<file path="src/rtl/aesl_deadlock_pkg.sv">
// Shared types and constants for the co-simulation deadlock-monitoring harness.
// Contents:
//   ch_state_e            per-channel stall FSM state (IDLE / WAIT / BLOCKED)
//   DEFAULT_STALL_THRESH  default consecutive-stall threshold used by monitors
//   STATS_W               width of the optional per-channel stall statistics
package aesl_deadlock_pkg;

    typedef enum logic [1:0] {
        IDLE    = 2'd0,
        WAIT    = 2'd1,
        BLOCKED = 2'd2
    } ch_state_e;

    localparam int DEFAULT_STALL_THRESH = 16;
    localparam int STATS_W              = 32;

endpackage

</file>
<file path="src/rtl/aesl_axis_stall_channel.sv">
// One AXIS channel stall tracker: FSM plus consecutive-stall counter.
// Optional macro AXIS_BLOCK_STATS_EN adds a saturating lifetime stall counter.
// Ports:
//   clock, reset        rising-edge clock, synchronous active-high reset
//   enable              monitoring active; low forces IDLE with counter 0
//   stall               req & ~ack for this channel
//   blocked             registered: channel is in BLOCKED
//   blocked_nx          combinational next value of blocked (for the
//                       top's same-cycle any/event registers)
//   total_stall_cycles  (AXIS_BLOCK_STATS_EN only) enabled stall cycles
//                       since reset, saturating
module aesl_axis_stall_channel
    import aesl_deadlock_pkg::*;
#(
    parameter int STALL_THRESH = DEFAULT_STALL_THRESH,
    parameter int CNT_W        = $clog2(STALL_THRESH + 1)
) (
    input  logic               clock,
    input  logic               reset,
    input  logic               enable,
    input  logic               stall,
`ifdef AXIS_BLOCK_STATS_EN
    output logic [STATS_W-1:0] total_stall_cycles,
`endif
    output logic               blocked,
    output logic               blocked_nx
);

    localparam logic [CNT_W-1:0] THR    = CNT_W'(STALL_THRESH);
    localparam logic [CNT_W-1:0] THR_M1 = CNT_W'(STALL_THRESH - 1);
    localparam logic [CNT_W-1:0] ONE    = CNT_W'(1);

    ch_state_e        state, state_nx;
    logic [CNT_W-1:0] cnt, cnt_nx;

    always_ff @(posedge clock) begin
        if (reset) begin
            state   <= IDLE;
            cnt     <= '0;
            blocked <= 1'b0;
        end else begin
            state   <= state_nx;
            cnt     <= cnt_nx;
            blocked <= blocked_nx;
        end
    end

    // Any non-stall cycle (or monitoring disabled) drops straight back to
    // IDLE, so only an unbroken run of stalls can reach BLOCKED.
    always_comb begin
        state_nx = state;
        cnt_nx   = cnt;
        if (!enable || !stall) begin
            state_nx = IDLE;
            cnt_nx   = '0;
        end else begin
            case (state)
                IDLE: begin
                    cnt_nx   = ONE;
                    state_nx = (STALL_THRESH == 1) ? BLOCKED : WAIT;
                end
                WAIT: begin
                    if (cnt == THR_M1) begin
                        state_nx = BLOCKED;
                        cnt_nx   = THR;
                    end else begin
                        cnt_nx   = cnt + ONE;
                    end
                end
                BLOCKED: begin
                    state_nx = BLOCKED;
                end
                default: begin
                    state_nx = IDLE;
                    cnt_nx   = '0;
                end
            endcase
        end
        blocked_nx = (state_nx == BLOCKED);
    end

`ifdef AXIS_BLOCK_STATS_EN
    // Lifetime counter: survives enable drops, cleared only by reset.
    always_ff @(posedge clock) begin
        if (reset)
            total_stall_cycles <= '0;
        else if (enable && stall && (total_stall_cycles != {STATS_W{1'b1}}))
            total_stall_cycles <= total_stall_cycles + 1'b1;
    end
`endif

endmodule

</file>
<file path="src/rtl/aesl_axis_block_detector.sv">
// AXI-Stream stall detector feeding the per-instance deadlock monitor.
// A channel is reported blocked only after STALL_THRESH consecutive stall
// cycles (req without ack), so normal back-pressure is not flagged.
// Optional macro AXIS_BLOCK_STATS_EN adds per-channel stall statistics with a
// registered read port.
// Ports:
//   clock, reset     rising-edge clock, synchronous active-high reset
//   enable           monitoring active (DUT start..done)
//   ch_req, ch_ack   per-channel transfer request / completion
//   axis_block_sigs  registered per-channel blocked flags
//   block_any        registered OR of axis_block_sigs
//   block_event      one-cycle pulse when blocked set goes from empty to non-empty
//   first_block_ch   lowest newly-blocked channel at the latest block_event
//   stats_sel        (AXIS_BLOCK_STATS_EN) channel to read
//   stats_count      (AXIS_BLOCK_STATS_EN) registered stall total, 1-cycle latency
module aesl_axis_block_detector
    import aesl_deadlock_pkg::*;
#(
    parameter int NUM_CH       = 4,
    parameter int STALL_THRESH = DEFAULT_STALL_THRESH,
    parameter int CNT_W        = $clog2(STALL_THRESH + 1),
    localparam int IDX_W       = (NUM_CH > 1) ? $clog2(NUM_CH) : 1
) (
    input  logic               clock,
    input  logic               reset,
    input  logic               enable,
    input  logic [NUM_CH-1:0]  ch_req,
    input  logic [NUM_CH-1:0]  ch_ack,
`ifdef AXIS_BLOCK_STATS_EN
    input  logic [IDX_W-1:0]   stats_sel,
    output logic [STATS_W-1:0] stats_count,
`endif
    output logic [NUM_CH-1:0]  axis_block_sigs,
    output logic               block_any,
    output logic               block_event,
    output logic [IDX_W-1:0]   first_block_ch
);

    logic [NUM_CH-1:0] stall;
    logic [NUM_CH-1:0] blk_nx;
    logic [IDX_W-1:0]  low_idx;
    logic              new_event;
`ifdef AXIS_BLOCK_STATS_EN
    logic [NUM_CH-1:0][STATS_W-1:0] totals;
`endif

    assign stall = ch_req & ~ch_ack;

    for (genvar g = 0; g < NUM_CH; g++) begin : g_ch
        aesl_axis_stall_channel #(
            .STALL_THRESH (STALL_THRESH),
            .CNT_W        (CNT_W)
        ) u_ch (
            .clock              (clock),
            .reset              (reset),
            .enable             (enable),
            .stall              (stall[g]),
`ifdef AXIS_BLOCK_STATS_EN
            .total_stall_cycles (totals[g]),
`endif
            .blocked            (axis_block_sigs[g]),
            .blocked_nx         (blk_nx[g])
        );
    end

    // Lowest set bit of the next blocked vector; only consulted when nothing
    // was blocked before, so every set bit is a newly blocked channel.
    always_comb begin
        low_idx = '0;
        for (int i = NUM_CH - 1; i >= 0; i--)
            if (blk_nx[i]) low_idx = IDX_W'(i);
    end

    assign new_event = enable && (|blk_nx) && !(|axis_block_sigs);

    always_ff @(posedge clock) begin
        if (reset) begin
            block_any      <= 1'b0;
            block_event    <= 1'b0;
            first_block_ch <= '0;
        end else begin
            block_any   <= |blk_nx;
            block_event <= new_event;
            if (new_event)
                first_block_ch <= low_idx;
        end
    end

`ifdef AXIS_BLOCK_STATS_EN
    always_ff @(posedge clock) begin
        if (reset)
            stats_count <= '0;
        else if (32'(stats_sel) < NUM_CH)
            stats_count <= totals[stats_sel];
        else
            stats_count <= '0;
    end
`endif

endmodule

</file>
<file path="config.mk">
export PLATFORM = sky130hd
export DESIGN_NAME = aesl_axis_block_detector
export DESIGN_NICKNAME = d
export VERILOG_FILES = /design/src/rtl/aesl_deadlock_pkg.sv /design/src/rtl/aesl_axis_stall_channel.sv /design/src/rtl/aesl_axis_block_detector.sv
export SDC_FILE = /design/constraint.sdc
export NUM_CORES = 1
export LEC_CHECK = 0
export CORE_AREA = 2 2 85 87
export CTS_CLUSTER_SIZE = 30
export DETAILED_ROUTE_END_ITERATION = 8
export DIE_AREA = 0 0 87 89
export PLACE_DENSITY_LB_ADDON = 0.25
export SKIP_CTS_REPAIR_TIMING = 1
export SLEW_MARGIN = 30
export SYNTH_ARGS = -nofsm -noshare
export SYNTH_HDL_FRONTEND = slang
export SYNTH_SLANG_ARGS = --single-unit
</file>
<file path="constraint.sdc">
create_clock -name clock -period 3.6 [get_ports clock]
set_clock_uncertainty 0.1 [all_clocks]
set_input_delay 0.36 -clock clock [delete_from_list [all_inputs] [get_ports clock]]
set_output_delay 0.36 -clock clock [all_outputs]
set_load 0.01 [all_outputs]
</file>
==> metrics.txt, run 1 <==
# TYPE chip_impl_metric gauge
chip_impl_info{name="cts_tree",value="built"} 1
chip_impl_metric{name="synthesized_area_fraction_occupied_by_xor_and_xnor_cells",unit="%"} 0
chip_impl_metric{name="layout_min_cycle_time",unit="ns"} 1.975
chip_impl_metric{name="layout_cells_sized_above_1",unit="%"} 7.109
chip_impl_info{name="synth-main-ff-cell",value="sky130_fd_sc_hd__dfxtp_1"} 1
chip_impl_metric{name="timing.slew.headroom",unit="%"} 73.65
chip_impl_metric{name="proportion_of_synthesized_flip_flops_having_asynchronous_set_or_reset",unit="%"} 0
chip_impl_metric{name="die-area",unit="sq um"} 7743
chip_impl_info{name="cts_root_buffer",value="sky130_fd_sc_hd__clkbuf_8"} 1
chip_impl_metric{name="yosysWarningCount",unit=""} 0
chip_impl_metric{name="synth.net_count",unit=""} 213
chip_impl_info{name="critical-path-top-cell-by-count",value="sky130_fd_sc_hd__ha_1"} 1
chip_impl_metric{name="floorplan.core_area",unit="sq um"} 6719
chip_impl_metric{name="via_density_per_instance",unit=""} 4.660
chip_impl_info{name="hold_class",value="flip-flop to flip-flop"} 1
chip_impl_metric{name="yosys.area_share.simple",unit="%"} 24.96
chip_impl_metric{name="combined_area_of_all_synthesized_cells",unit="sq um"} 1674
chip_impl_metric{name="global_route_wire_length_before_repair",unit="um"} 5830
chip_impl_metric{name="dr_total_vias",unit=""} 1356
chip_impl_metric{name="grt_max_degree",unit=""} 12
chip_impl_info{name="worst_path_max_delay_cell",value="sky130_fd_sc_hd__or3b_1"} 1
chip_impl_metric{name="drt_iter0_markers",unit=""} 45
chip_impl_metric{name="finalWeightedCongestion",unit=""} 0.7291
chip_impl_metric{name="max_cap_violations",unit=""} 0
chip_impl_metric{name="clock_sink_count",unit=""} 36
chip_impl_info{name="synth_top_family_by_area",value="simple AND/OR/NAND/NOR gates"} 1
chip_impl_metric{name="cpPeakStageDelay",unit="ns"} 0.44
chip_impl_info{name="grt_setup_unrepaired",value="false"} 1
chip_impl_metric{name="netSwitchingFraction",unit="%"} 19.26
chip_impl_metric{name="io_pins",unit=""} 19
chip_impl_metric{name="vdd_drop_max",unit="uV"} 238.0
chip_impl_metric{name="grt-ovfl-total",unit=""} 0
chip_impl_metric{name="synthesis.instances",unit=""} 194
chip_impl_metric{name="worstSkewPairLatency",unit="ns"} 0.28
chip_impl_metric{name="r2r.worst_path.cells",unit=""} 7
chip_impl_metric{name="fmax",unit="MHz"} 506.4
chip_impl_metric{name="cts-root-to-sink-buffers",unit=""} 2
chip_impl_metric{name="grt_antenna_before_repair",unit=""} 0
chip_impl_metric{name="insertedDiodeCount",unit=""} 0
chip_impl_metric{name="power.density_cell_area",unit="nW/um^2"} 402.7
chip_impl_metric{name="timing.final.hold_violations",unit=""} 0
chip_impl_info{name="path_cells",value="ha_1 > and3_1 > ha_1 > or3b_1 > a31oi_1 > o21ai_1 > a21oi_1"} 1
chip_impl_metric{name="floorplan.die.height",unit="um"} 89
chip_impl_metric{name="hold-path-cell-count",unit=""} 2
chip_impl_metric{name="drtPass1Iterations",unit=""} 4
chip_impl_metric{name="cp.buffers_inverters",unit=""} 0
chip_impl_metric{name="dp.final_hpwl",unit="um"} 2463
chip_impl_metric{name="x_dimension_of_the_die",unit="um"} 87
chip_impl_metric{name="grt_pass1_vias",unit=""} 1270
chip_impl_metric{name="p_leak",unit="nW"} 0.7081
chip_impl_metric{name="p_sw",unit="uW"} 157.6
chip_impl_metric{name="min_period_over_period",unit="%"} 54.86
chip_impl_metric{name="ant_nets",unit=""} 0
chip_impl_metric{name="cp_data_arrival_time",unit="ns"} 2.09
chip_impl_metric{name="synth_seq_area_share",unit="%"} 43.05
chip_impl_metric{name="num-nets-final",unit=""} 229
chip_impl_metric{name="edff_count_synth",unit=""} 0
chip_impl_metric{name="initial_core_util",unit="%"} 24.92
chip_impl_metric{name="timing.critical_path.required",unit="ns"} 3.72
chip_impl_metric{name="worstMarginPinSlew",unit="ns"} 0.3940
chip_impl_info{name="setup.worst_path.end_class",value="flip-flop"} 1
chip_impl_metric{name="p_int",unit="uW"} 660.8
chip_impl_metric{name="synth_cell_types",unit=""} 32
chip_impl_metric{name="post_detailed_routing_wire_length",unit="um"} 3324
chip_impl_metric{name="wl_per_cell",unit="um"} 11.42
chip_impl_metric{name="cp.depth",unit=""} 7
chip_impl_metric{name="h-tree-depth",unit=""} 2
chip_impl_metric{name="syn2layout_area_growth",unit="%"} 21.38
chip_impl_metric{name="finalSetupTns",unit="ns"} 0
chip_impl_metric{name="synth_compound_area_share",unit="%"} 20.40
chip_impl_metric{name="cts_inserted_buffers",unit=""} 5
chip_impl_metric{name="setup_viol",unit=""} 0
chip_impl_metric{name="avgSynthCellArea",unit="sq um"} 8.629
chip_impl_metric{name="clk_pwr_share",unit="%"} 47.3
chip_impl_metric{name="worst_setup_hold_path_clk_slew",unit="ns"} 0.08
chip_impl_metric{name="post_synth_mux_area_share",unit="%"} 0
chip_impl_metric{name="sequentialPowerShare",unit="%"} 49.3
chip_impl_metric{name="worstPathMaxFanout",unit=""} 5
chip_impl_metric{name="std_cell_rows",unit=""} 30
chip_impl_metric{name="final-max-slew-violation-count",unit=""} 0
chip_impl_metric{name="tot_pwr",unit="uW"} 818.4
chip_impl_info{name="critical_path_class",value="flip-flop to flip-flop"} 1
chip_impl_metric{name="detail_route.drc_violations",unit=""} 0
chip_impl_metric{name="power_frac_comb",unit="%"} 3.4
chip_impl_info{name="result_of_the_run",value="complete, no violations"} 1
chip_impl_metric{name="globalRouteTotalUtil",unit="%"} 9.731
chip_impl_metric{name="synth_seq_cells",unit=""} 36
chip_impl_metric{name="final.fill_count",unit=""} 708
chip_impl_info{name="critical_path.startpoint_type",value="flip-flop"} 1
chip_impl_info{name="critical-path-top-delay-family",value="simple AND/OR/NAND/NOR gates"} 1
chip_impl_metric{name="placement.io_buffers",unit=""} 18
chip_impl_metric{name="synth_fa_ha_area_share",unit="%"} 5.979
## stage by stage
stage / cells / hold WS [ns] / utilization [%] / cell area [sq um] / setup WS, ns
6_report: 291 / 0.3789 / 30.24 / 2032 / 1.625
5_1_grt: 291 / 0.3962 / 30.24 / 2032 / 1.443
4_1_cts: 291 / 0.3823 / 30.24 / 2032 / 1.615
3_5_place_dp: 283 / 0.3705 / 28.36 / 1906 / 1.627
3_3_place_gp: 283 / 0.3519 / 28.36 / 1906 / 1.593
2_1_floorplan: 194 / 0.3544 / - / 1674 / 1.767
## worst min-delay path, delay by kind of cell, from the launching register on
family,cells,cell delay (ns)
flip-flops,1,0.31
buffers and inverters,1,0.07
AO/OA/AOI/OAI,1,0.06
## synth_stat cells, types with 2 or more instances
cell type | n | area, sq um
sky130_fd_sc_hd__dfxtp_1 | 36 | 720.7
sky130_fd_sc_hd__nor2_1 | 32 | 120.1
sky130_fd_sc_hd__a21oi_1 | 17 | 85.08
sky130_fd_sc_hd__inv_1 | 12 | 45.04
sky130_fd_sc_hd__o21ai_0 | 12 | 60.06
sky130_fd_sc_hd__ha_1 | 8 | 100.1
sky130_fd_sc_hd__nand3b_1 | 8 | 60.06
sky130_fd_sc_hd__a22oi_1 | 6 | 45.04
sky130_fd_sc_hd__o21ai_1 | 6 | 30.03
sky130_fd_sc_hd__clkbuf_1 | 5 | 18.77
sky130_fd_sc_hd__nor3b_1 | 5 | 37.54
sky130_fd_sc_hd__a211oi_1 | 4 | 30.03
sky130_fd_sc_hd__a31oi_1 | 4 | 25.02
sky130_fd_sc_hd__and3_1 | 4 | 25.02
sky130_fd_sc_hd__buf_4 | 4 | 30.03
sky130_fd_sc_hd__nand2b_1 | 4 | 25.02
sky130_fd_sc_hd__nand4_1 | 4 | 25.02
sky130_fd_sc_hd__or2_1 | 4 | 25.02
sky130_fd_sc_hd__a21oi_2 | 2 | 17.52
sky130_fd_sc_hd__nor2b_1 | 2 | 12.51
sky130_fd_sc_hd__or2b_1 | 2 | 15.01
sky130_fd_sc_hd__or3b_1 | 2 | 17.52
sky130_fd_sc_hd__or3b_4 | 2 | 22.52
## per-layer routing
| layer | GRT usage, % | wire (um) |
|---|---|---|
| met5 | 0 | 0 |
| met4 | 3.835 | 35 |
| met1 | 11.98 | 1621 |
| met3 | 3.509 | 174 |
| met2 | 15.54 | 1492 |
## layout by cell type, fill, tap and decap left out, drive strengths merged, types with 5 or more instances in the layout
cell type / count
nor3b: 5
nor2: 32
dfxtp: 36
inv: 12
a22oi: 6
nand3b: 8
a211oi: 5
ha: 8
a21oi: 19
o21ai: 18
clkdlybuf4s50: 18
clkbuf: 7
## cells by family (layout without fill, tap and decap cells)
family                     Yosys count  count (layout)
and+or+nand+nor                     73              73
AOI/OAI and AO/OA                   56              56
DFF                                 36              36
buffers and inverters               21              38
adders and majority gates            8               8
## state kept, by name, summed over array words and instances, names as in the netlist
name	cells
block_event	1
block_any	1
first_block_ch	2
g_ch.u_ch.blocked	4
g_ch.u_ch.state	8
g_ch.u_ch.cnt	20
## final timing paths
kind	startpoint	end	slack, ns
setup / recovery	g_ch[0].u_ch.cnt[0]$_SDFFE_PP0P_	g_ch[0].u_ch.cnt[3]$_SDFFE_PP0P_	1.63
hold / removal	first_block_ch[1]$_SDFFE_PP0P_	first_block_ch[1]$_SDFFE_PP0P_	0.38
setup reg to reg	g_ch[0].u_ch.cnt[0]$_SDFFE_PP0P_	g_ch[0].u_ch.cnt[3]$_SDFFE_PP0P_	1.63
hold reg to reg	first_block_ch[1]$_SDFFE_PP0P_	first_block_ch[1]$_SDFFE_PP0P_	0.38
## final cells by class
cell class,instances,area (sq um),area share [%]
inverters,12,45.04,2.217
clock buffers,7,96.34,4.741
multi-input cells,137,859.6,42.30
clock inverters,1,30.03,1.478
flip-flops and latches,36,720.7,35.47
well taps,80,100.1,4.926
repair buffers,18,180.2,8.867
## power groups by stage
stage               Sequential (mW)  Clock (mW)  Combinational (mW)
finish                        0.403       0.387              0.0281
global route                  0.404       0.424              0.0310
CTS                           0.403       0.405              0.0288
detailed placement            0.413           0              0.0286
global placement              0.413           0              0.0284
floorplan                     0.412           0              0.0141
(Power assumes the default switching activity.)
==> inputs of run 2 (changes only) <==
- clock period: 3.6 -> 2 ns (I/O delays scaled with it)
==> run 2 against run 1 <==
  * Wire length fell by 1.2%
  * Highest routed layer unchanged
  * Worst setup slack got worse by 1.5 ns
  * Largest cell class unchanged
  * Power rose by 62%
  * Register-to-register slack got worse by 1.5 ns
==> metrics.txt, run 2 (synthesis results as in run 1) <==
# TYPE chip_impl_metric gauge
chip_impl_info{name="result_of_the_run",value="complete, no violations"} 1
chip_impl_info{name="r2r_start",value="g_ch[2].u_ch.cnt[1]$_SDFFE_PP0P_"} 1
chip_impl_metric{name="timing.critical_path.required",unit="ns"} 2.12
chip_impl_metric{name="insertedDiodeCount",unit=""} 0
chip_impl_metric{name="worstPathMaxFanout",unit=""} 4
chip_impl_metric{name="min_period_over_period",unit="%"} 95.48
chip_impl_metric{name="detail_route.drc_violations",unit=""} 0
chip_impl_metric{name="sequentialPowerShare",unit="%"} 54.7
chip_impl_metric{name="p_leak",unit="nW"} 0.7179
chip_impl_metric{name="grt-ovfl-total",unit=""} 0
chip_impl_metric{name="finalSetupTns",unit="ns"} 0
chip_impl_metric{name="globalRouteTotalUtil",unit="%"} 9.049
chip_impl_metric{name="clock_sink_count",unit=""} 36
chip_impl_metric{name="vdd_drop_max",unit="uV"} 233.8
chip_impl_metric{name="layout_min_cycle_time",unit="ns"} 1.910
chip_impl_metric{name="power.density_cell_area",unit="nW/um^2"} 643.7
chip_impl_info{name="start_point_of_the_critical_path",value="g_ch[2].u_ch.cnt[1]$_SDFFE_PP0P_"} 1
chip_impl_metric{name="cts-root-to-sink-buffers",unit=""} 2
chip_impl_info{name="critical-path-top-cell-by-count",value="sky130_fd_sc_hd__ha_1"} 1
chip_impl_info{name="final_cell_mix",value="sky130_fd_sc_hd__dfxtp_1, sky130_fd_sc_hd__nor2_1, sky130_fd_sc_hd__clkdlybuf4s50_1"} 1
chip_impl_metric{name="dp.final_hpwl",unit="um"} 2445
chip_impl_metric{name="final.fill_count",unit=""} 702
chip_impl_info{name="top_register",value="g_ch.u_ch.cnt"} 1
chip_impl_metric{name="clk_pwr_share",unit="%"} 41.2
chip_impl_metric{name="floorplan.die.height",unit="um"} 89
chip_impl_info{name="cts_tree",value="built"} 1
chip_impl_info{name="worst_path_max_delay_cell",value="sky130_fd_sc_hd__or3b_1"} 1
chip_impl_info{name="largest_registers",value="g_ch.u_ch.cnt: 20 flops, g_ch.u_ch.state: 8 flops, g_ch.u_ch.blocked: 4 flops"} 1
chip_impl_metric{name="seqCellArea",unit="sq um"} 721.9
chip_impl_info{name="path_cells",value="ha_1 > and3_1 > ha_1 > or3b_1 > a31oi_1 > o21ai_1 > a21oi_1"} 1
chip_impl_metric{name="final_core_util",unit="%"} 30.67
chip_impl_metric{name="netSwitchingFraction",unit="%"} 20.18
chip_impl_metric{name="setup_slack",unit="ns"} 0.09037
chip_impl_metric{name="drtPass1Iterations",unit=""} 4
chip_impl_metric{name="io_pins",unit=""} 19
chip_impl_metric{name="post_place_setup_slack",unit="ns"} 0.04650
chip_impl_metric{name="std_cell_rows",unit=""} 30
chip_impl_metric{name="floorplan.core_area",unit="sq um"} 6719
chip_impl_info{name="r2r_end",value="g_ch[2].u_ch.cnt[3]$_SDFFE_PP0P_"} 1
chip_impl_metric{name="wl_per_cell",unit="um"} 11.17
chip_impl_metric{name="final-max-slew-violation-count",unit=""} 0
chip_impl_metric{name="power_frac_comb",unit="%"} 4.1
chip_impl_metric{name="layout_cells_sized_above_1",unit="%"} 11.68
chip_impl_metric{name="via_density_per_instance",unit=""} 4.663
chip_impl_info{name="critical_path_class",value="flip-flop to flip-flop"} 1
chip_impl_info{name="min_from",value="first_block_ch[1]$_SDFFE_PP0P_"} 1
chip_impl_metric{name="cp_data_arrival_time",unit="ns"} 2.03
chip_impl_metric{name="r2r.worst_path.cells",unit=""} 7
chip_impl_metric{name="timing.hold.ws",unit="ns"} 0.3619
chip_impl_metric{name="cts_inserted_buffers",unit=""} 5
chip_impl_metric{name="finalWeightedCongestion",unit=""} 0.7506
chip_impl_metric{name="worst_setup_hold_path_clk_slew",unit="ns"} 0.07
chip_impl_metric{name="regToRegSetupSlack",unit="ns"} 0.09
chip_impl_metric{name="h-tree-depth",unit=""} 2
chip_impl_info{name="cts_root_buffer",value="sky130_fd_sc_hd__clkbuf_8"} 1
chip_impl_metric{name="syn2layout_area_growth",unit="%"} 23.09
chip_impl_info{name="critical_path.startpoint_type",value="flip-flop"} 1
chip_impl_metric{name="hold-path-cell-count",unit=""} 2
chip_impl_metric{name="ant_nets",unit=""} 0
chip_impl_metric{name="num-nets-final",unit=""} 233
chip_impl_metric{name="x_dimension_of_the_die",unit="um"} 87
chip_impl_metric{name="timing.final.hold_violations",unit=""} 0
chip_impl_metric{name="place.detailed.instances",unit=""} 287
chip_impl_metric{name="max_ffs_per_register",unit=""} 20
chip_impl_metric{name="fmax",unit="MHz"} 523.7
chip_impl_metric{name="max_cap_violations",unit=""} 0
chip_impl_metric{name="post_detailed_routing_wire_length",unit="um"} 3284
chip_impl_metric{name="area_of_combinational_cells_with_multiple_inputs",unit="sq um"} 887.1
chip_impl_info{name="hold_class",value="flip-flop to flip-flop"} 1
chip_impl_metric{name="timing.slew.headroom",unit="%"} 75.06
chip_impl_metric{name="die-area",unit="sq um"} 7743
chip_impl_info{name="setup.worst_path.end_class",value="flip-flop"} 1
chip_impl_metric{name="p_int",unit="mW"} 1.059
chip_impl_metric{name="setup_viol",unit=""} 0
chip_impl_metric{name="worstSkewPairLatency",unit="ns"} 0.28
chip_impl_metric{name="drt_iter0_markers",unit=""} 38
chip_impl_metric{name="initial_core_util",unit="%"} 24.92
chip_impl_info{name="min_to",value="first_block_ch[1]$_SDFFE_PP0P_"} 1
chip_impl_metric{name="grt_antenna_before_repair",unit=""} 0
chip_impl_info{name="mostFrequentLayoutCell",value="sky130_fd_sc_hd__dfxtp_1"} 1
chip_impl_metric{name="global_route_wire_length_before_repair",unit="um"} 5368
chip_impl_metric{name="grt_max_degree",unit=""} 11
chip_impl_metric{name="p_sw",unit="uW"} 267.6
chip_impl_metric{name="grt_pass1_vias",unit=""} 1248
chip_impl_metric{name="worstMarginPinSlew",unit="ns"} 0.3729
chip_impl_metric{name="dr_total_vias",unit=""} 1371
chip_impl_metric{name="placement.io_buffers",unit=""} 18
chip_impl_metric{name="finalNonFillerCells",unit=""} 294
chip_impl_metric{name="cpPeakStageDelay",unit="ns"} 0.44
## run 2: metal layers
metal / wire (um) / GRT usage (%) / vias to the layer above
met3: 216 / 2.678 / 5
met1: 1569 / 10.91 / 611
li1: - / - / 727
met2: 1428 / 14.23 / 28
met5: 0 / 0 / -
met4: 70 / 5.540 / 0
## run 2: metrics by stage
| step | power (mW) | instance area (sq um) |
|---|---|---|
| floorplan | 0.7668 | 1674 |
| global placement | 0.7964 | 1936 |
| detailed placement | 0.7960 | 1936 |
| CTS | 1.356 | 2032 |
| global route | 1.381 | 2061 |
| finish | 1.326 | 2061 |
## run 2: critical path: cells and delay by family (launching register included)
kind,cells,cell delay [ns]
AOI/OAI and AO/OA,3,0.37
adders and majority gates,2,0.41
DFF,1,0.34
and+or+nand+nor,2,0.63
## run 2: area by class of cell
class / instances / area share, %
Timing Repair Buffer: 22 / 10.20
Inverter: 12 / 2.186
Tap cell: 80 / 4.857
Multi-Input combinational cell: 137 / 43.05
Clock buffer: 7 / 4.675
Sequential cell: 36 / 35.03
## run 2: power by group through the flow
stage               Clock [mW]  Combinational [mW]  Sequential (mW)
global placement             0              0.0543            0.742
detailed placement           0              0.0542            0.742
global route             0.595              0.0604            0.726
CTS                      0.576              0.0543            0.725
floorplan                    0              0.0254            0.741
finish                   0.546              0.0545            0.726
## run 2: worst max path at each step
stage                                                  end  cells past startpoint
after global routing      g_ch[0].u_ch.cnt[2]$_SDFFE_PP0P_                      7
after floorplan           g_ch[0].u_ch.cnt[3]$_SDFFE_PP0P_                      7
after global placement    g_ch[0].u_ch.cnt[2]$_SDFFE_PP0P_                      7
after detailed placement  g_ch[0].u_ch.cnt[3]$_SDFFE_PP0P_                      7
after CTS                 g_ch[0].u_ch.cnt[3]$_SDFFE_PP0P_                      7
final                     g_ch[2].u_ch.cnt[3]$_SDFFE_PP0P_                      7
==> inputs of run 3 (changes only) <==
- CTS_CLUSTER_SIZE: 30 -> 10
==> results of run 3 <==
Final layout, timing and power as in run 2 (identical DEF).
